--- src/rtl/pipe_stage_buf.sv ---
// rtl/pipe_stage_buf.sv - inter-stage pipeline buffer with valid/ready, optional skid entry, flush, halt and stall counter
module pipe_stage_buf #(
  parameter int DATA_W = 32,
  parameter int SKID   = 1,
  parameter int CNT_W  = 16
) (
  input  logic              CLK,
  input  logic              RST,
  input  logic              in_valid,
  output logic              in_ready,
  input  logic [DATA_W-1:0] in_data,
  input  logic              in_halt,
  input  logic              flush,
  output logic              out_valid,
  input  logic              out_ready,
  output logic [DATA_W-1:0] out_data,
  output logic              out_halt,
  output logic              halted,
  output logic [1:0]        occupancy,
  output logic [CNT_W-1:0]  stall_cnt
);

  typedef enum logic [1:0] {
    EMPTY = 2'd0,
    ONE   = 2'd1,
    FULL  = 2'd2
  } occ_t;

  occ_t              r_state;
  occ_t              w_state_nxt;
  logic [DATA_W-1:0] r_main_data;
  logic              r_main_halt;
  logic [DATA_W-1:0] r_skid_data;
  logic              r_skid_halt;
  logic              r_halt_block;
  logic              w_halt_block_nxt;
  logic              r_halted;
  logic [CNT_W-1:0]  r_stall_cnt;
  logic              w_in_ready;
  logic              w_out_valid;
  logic              w_in_xfer;
  logic              w_out_xfer;

  assign w_out_valid = (r_state != EMPTY);
  assign w_in_xfer   = in_valid & w_in_ready;
  assign w_out_xfer  = w_out_valid & out_ready;

  always_comb begin
    w_state_nxt = r_state;
    if (flush) begin
      w_state_nxt = EMPTY;
    end else begin
      case (r_state)
        EMPTY: if (w_in_xfer) w_state_nxt = ONE;
        ONE: begin
          if (w_in_xfer && !w_out_xfer)      w_state_nxt = FULL;
          else if (!w_in_xfer && w_out_xfer) w_state_nxt = EMPTY;
        end
        FULL:    if (w_out_xfer) w_state_nxt = ONE;
        default: w_state_nxt = EMPTY;
      endcase
    end
  end

  assign w_halt_block_nxt = flush ? 1'b0 : (r_halt_block | (w_in_xfer & in_halt));

  always_ff @(posedge CLK or posedge RST) begin
    if (RST) begin
      r_state      <= EMPTY;
      r_halt_block <= 1'b0;
      r_halted     <= 1'b0;
    end else begin
      r_state      <= w_state_nxt;
      r_halt_block <= w_halt_block_nxt;
      r_halted     <= r_halted | (w_out_xfer & r_main_halt);
    end
  end

  // Head always drives out_*; skid only fills when the head is stalled and a new bundle lands.
  always_ff @(posedge CLK or posedge RST) begin
    if (RST) begin
      r_main_data <= '0;
      r_main_halt <= 1'b0;
      r_skid_data <= '0;
      r_skid_halt <= 1'b0;
    end else if (flush) begin
      r_main_data <= '0;
      r_main_halt <= 1'b0;
      r_skid_data <= '0;
      r_skid_halt <= 1'b0;
    end else begin
      case (r_state)
        EMPTY: begin
          if (w_in_xfer) begin
            r_main_data <= in_data;
            r_main_halt <= in_halt;
          end
        end
        ONE: begin
          if (w_in_xfer && w_out_xfer) begin
            r_main_data <= in_data;
            r_main_halt <= in_halt;
          end else if (w_in_xfer) begin
            r_skid_data <= in_data;
            r_skid_halt <= in_halt;
          end
        end
        FULL: begin
          if (w_out_xfer) begin
            r_main_data <= r_skid_data;
            r_main_halt <= r_skid_halt;
          end
        end
        default: ;
      endcase
    end
  end

  always_ff @(posedge CLK or posedge RST) begin
    if (RST) begin
      r_stall_cnt <= '0;
    end else if (w_out_valid && !out_ready && !flush && (r_stall_cnt != {CNT_W{1'b1}})) begin
      r_stall_cnt <= r_stall_cnt + 1'b1;
    end
  end

  generate
    if (SKID != 0) begin : g_skid
      logic r_in_ready;
      // Registered ready: computed from next-cycle occupancy so it never lags a fill or drain.
      always_ff @(posedge CLK or posedge RST) begin
        if (RST) r_in_ready <= 1'b1;
        else     r_in_ready <= (w_state_nxt != FULL) & !w_halt_block_nxt;
      end
      assign w_in_ready = r_in_ready;
    end else begin : g_noskid
      assign w_in_ready = !r_halt_block & (!w_out_valid | out_ready);
    end
  endgenerate

  assign in_ready  = w_in_ready;
  assign out_valid = w_out_valid;
  assign out_data  = r_main_data;
  assign out_halt  = r_main_halt;
  assign halted    = r_halted;
  assign occupancy = r_state;
  assign stall_cnt = r_stall_cnt;

endmodule
--- config.mk ---
export PLATFORM = sky130hd
export DESIGN_NAME = pipe_stage_buf
export DESIGN_NICKNAME = d
export VERILOG_FILES = /design/src/rtl/pipe_stage_buf.sv
export SDC_FILE = /design/constraint.sdc
export NUM_CORES = 1
export LEC_CHECK = 0
export ABC_AREA = 1
export ABC_CLOCK_PERIOD_IN_PS = 4700
export CORE_MARGIN = 10
export CORE_UTILIZATION = 55
export CTS_BUF_LIST = sky130_fd_sc_hd__clkbuf_8
export CTS_CLUSTER_DIAMETER = 40
export DETAILED_ROUTE_END_ITERATION = 10
export PLACE_DENSITY = 0.89
export SLEW_MARGIN = 25
export SYNTH_ARGS = -nofsm -noshare
export SYNTH_HDL_FRONTEND = slang
export SYNTH_SLANG_ARGS = --single-unit
--- constraint.sdc ---
create_clock -name CLK -period 4.7 [get_ports CLK]
set_clock_uncertainty 0.05 [all_clocks]
set_input_delay 0.705 -clock CLK [delete_from_list [all_inputs] [get_ports CLK]]
set_output_delay 0.705 -clock CLK [all_outputs]
set_load 0.02 [all_outputs]
==> results by group <==
Synthesis
  • Count leader, synth: nand2_1
  • FF+latch count, synth: 87
  • Post-Syn Instances: 523
  • Area share of the largest cell type after synthesis: 50.5%
  • Net Count, Synth: 566
  • Mapped Area: 4270 sq um
  • Number of flops mapped to enable cells by yosys: 0
  • Syn_area_per_cell: 8.16 sq um
  • Top post-synthesis cells by count: nand2_1, dfrtp_1, o21ai_0, inv_1, nand3_1
  • Post-synth ARST share: 100%
  • Area contributors post-synth: dfrtp_1, nand2_1, o21ai_0
  • Synth unique cells: 28
  • Seq/Total Area, Yosys: 51.1%
  • Yosys top cell by area: dfrtp_1
  • Warnings from Yosys: 0
  • Synth Flop Type: dfrtp_1

STA
  • Fmax achieved: 0.371 GHz
  • Finish-stage setup viols: 0
  • Slew of the pin with the lowest slew margin: 0.988 ns
  • Slew Viols, Final: 0
  • Final hold vios: 0
  • Min Tclk post-route: 2.70 ns
  • Slew margin rel.: 34.1%
  • RSZ-0062 raised after global routing: false
  • Period utilization: 57.4%
  • Final setup TNS: 0 ns

Worst setup path
  • FF-to-FF End: out_data[16]$_DFFE_PP0P_
  • R2R depth: 9
  • Worst path max stage delay: 0.62 ns
  • Critical Path RT: 3.94 ns
  • CP cell instances: inv_1, ha_1, inv_2, clkdlybuf4s50_1
  • Critical path arrival: 1.94 ns
  • Family with the most delay on the worst path: buffers and inverters
  • CP Max Fanout: 7
  • Reg2reg setup slack: 2.37 ns
  • Slowest CP cell: clkdlybuf4s50_1
  • Critical Path Source: occupancy[0]$_DFF_PP0_
  • Startpoint Class: register
  • Worst Path Buf+Inv: 3
  • R2r startpoint: occupancy[0]$_DFF_PP0_
  • Crit path kind: register to primary output
  • Worst setup EP type: primary output

Final layout
  • Fillers: 559
  • Share of cells above drive strength 1: 5.29%
  • Area Overhead vs Synth: 27.3%
  • Finished Layout Cells: 707
  • Layout Nets: 643
  • Final Util: 71.0%
  • Diodes inserted: 0

Clocking
  • Worst-path clk slew: 0.08 ns
  • Clock Sinks: 87
  • Worst-case clock buffer depth: 2
  • Total CTS buffers: 9
  • CTS Hold Bufs: 0
  • H-tree lvl count: 3
  • Post-cts sizing count: 0
  • Clock latency on the worst-skew pair: 0.35 ns
  • TritonCTS clock tree: built
  • CTS Root Cell: clkbuf_8
  • Total setup buffers inserted after CTS: 0

Drt
  • Vias: 3787
  • Vias/cell: 5.36
  • Drt wl/cell: 14.5 um
  • Drt first pass iters: 5
  • Iteration-0 DRC Markers: 255
  • Routed Antenna Nets: 0
  • Drt drc: 0
  • Routed WL: 10.3 mm

Pwr
  • Comb power frac: 26.9%
  • Power, Total: 2.05 mW
  • VDD IR max: 237 uV
  • Int Pwr: 1.39 mW
  • Clock power share: 28.6%
  • Pwr dens: 378 nW/um^2
  • Pleak: 2.52 nW
  • Sw power: 0.665 mW
  • Flop pwr share: 44.5%
  • Switching share of total power: 32.4%

Worst hold path
  • Hold EP: halted$_DFF_PP0_
  • Hold Startpoint: halted$_DFF_PP0_
  • HP Class: register to register
  • Worst hold path depth: 1

GRT
  • Vias in the first global route: 3755
  • Global route hottest layer: met2
  • GRT Residual Overflow: 0
  • GRT Total Usage: 17.8%
  • GRT met2 Usage: 30.9%
  • Grt met1 use: 20.7%
  • Met3 Resource Use GR: 4.94%
  • First-pass GRT wire length: 17.3 mm
  • Antenna violations before repair: 0
  • Largest net degree at the start of global routing: 71

Placement
  • Dpl cells: 691
  • Routability Congestion: 0.869
  • Placed wire-length estimate: 7.30 mm
  • IO buf count: 91

Status
  • Run status: completed

Die
  • Die width: 108 um
  • Die Height: 108 um
  • Std-Cell Rows: 32
  • Initial Util: 55.8%
  • Core area: 7650 sq um
  • Die Footprint: 11700 sq um
  • I/O pins: 92

Run
  • Max-cap viol count: 0
-- registers in the layout, indices dropped and copies added (netlist names) --
signal        cells
out_data         32
r_skid_data      32
stall_cnt        16
occupancy         2
halted            1
in_ready          1
out_halt          1
r_halt_block      1
r_skid_halt       1
-- metal layers --
metal | vias to the layer above | share of wire [%]
met4 | 0 | 1.6
li1 | 1862 | -
met2 | 113 | 51
met5 | - | 0
met1 | 1798 | 40
met3 | 14 | 6.7
-- kinds of logic after synthesis --
kind of cell    after synthesis  share of synthesized area [%]
fa+ha+maj                     5                           1.47
xor+xnor                      8                           1.64
flops                        87                           51.1
buf+inv                      85                           8.18
simple gates                229                           22.5
compound gates              109                           15.1
-- through the flow --
stage                     hold slack [ns]  worst slack (ns)  instance area (sq um)
final                               0.432              2.00                   5430
after global routing                0.455              1.85                   5430
after CTS                           0.437              1.60                   5420
after detailed placement            0.414              1.21                   5200
after global placement              0.391              1.43                   5200
after floorplan                     0.413              1.70                   4270
-- layout by cell type (no fill, tap or decap), types with 6 or more instances in the layout --
cell             netlist  routed
nand2_1              148     148
clkdlybuf4s50_1        0      91
dfrtp_1               86      86
o21ai_0               60      60
inv_1                 53      51
nand3_1               45      45
o211ai_1              33      33
nor2_1                22      22
o21ai_1               13      13
clkbuf_8               0       9
xnor2_1                6       6
-- power groups by stage --
stage | clock network, mW | logic, mW | registers [mW]
floorplan | 0 | 0.218 | 1.01
global placement | 0 | 0.538 | 0.924
detailed placement | 0 | 0.558 | 0.926
CTS | 0.595 | 0.559 | 0.913
global route | 0.628 | 0.605 | 0.926
finish | 0.587 | 0.551 | 0.913
-- worst max path at each step --
| stage | endpoint | slack, ns | cells past startpoint |
|---|---|---|---|
| floorplan | halted$_DFF_PP0_ | 1.70 | 1 |
| global placement | out_data[7]$_DFFE_PP0P_ | 1.43 | 8 |
| detailed placement | out_data[16]$_DFFE_PP0P_ | 1.21 | 8 |
| CTS | out_data[16]$_DFFE_PP0P_ | 1.60 | 8 |
| global route | out_data[16]$_DFFE_PP0P_ | 1.85 | 8 |
| finish | out_valid | 2.00 | 4 |
-- cell type report --
type / instances / area [sq um] / share of cell area (%)
inverter: 56 / 211 / 3.89
multi-input combinational: 351 / 1750 / 32.1
clock inverter: 7 / 104 / 1.91
sequential: 87 / 2180 / 40.1
clock buffer: 9 / 124 / 2.28
timing repair buffer: 95 / 941 / 17.3
tap: 102 / 128 / 2.35
No activity file was read; power rests on OpenSTA's default activity.
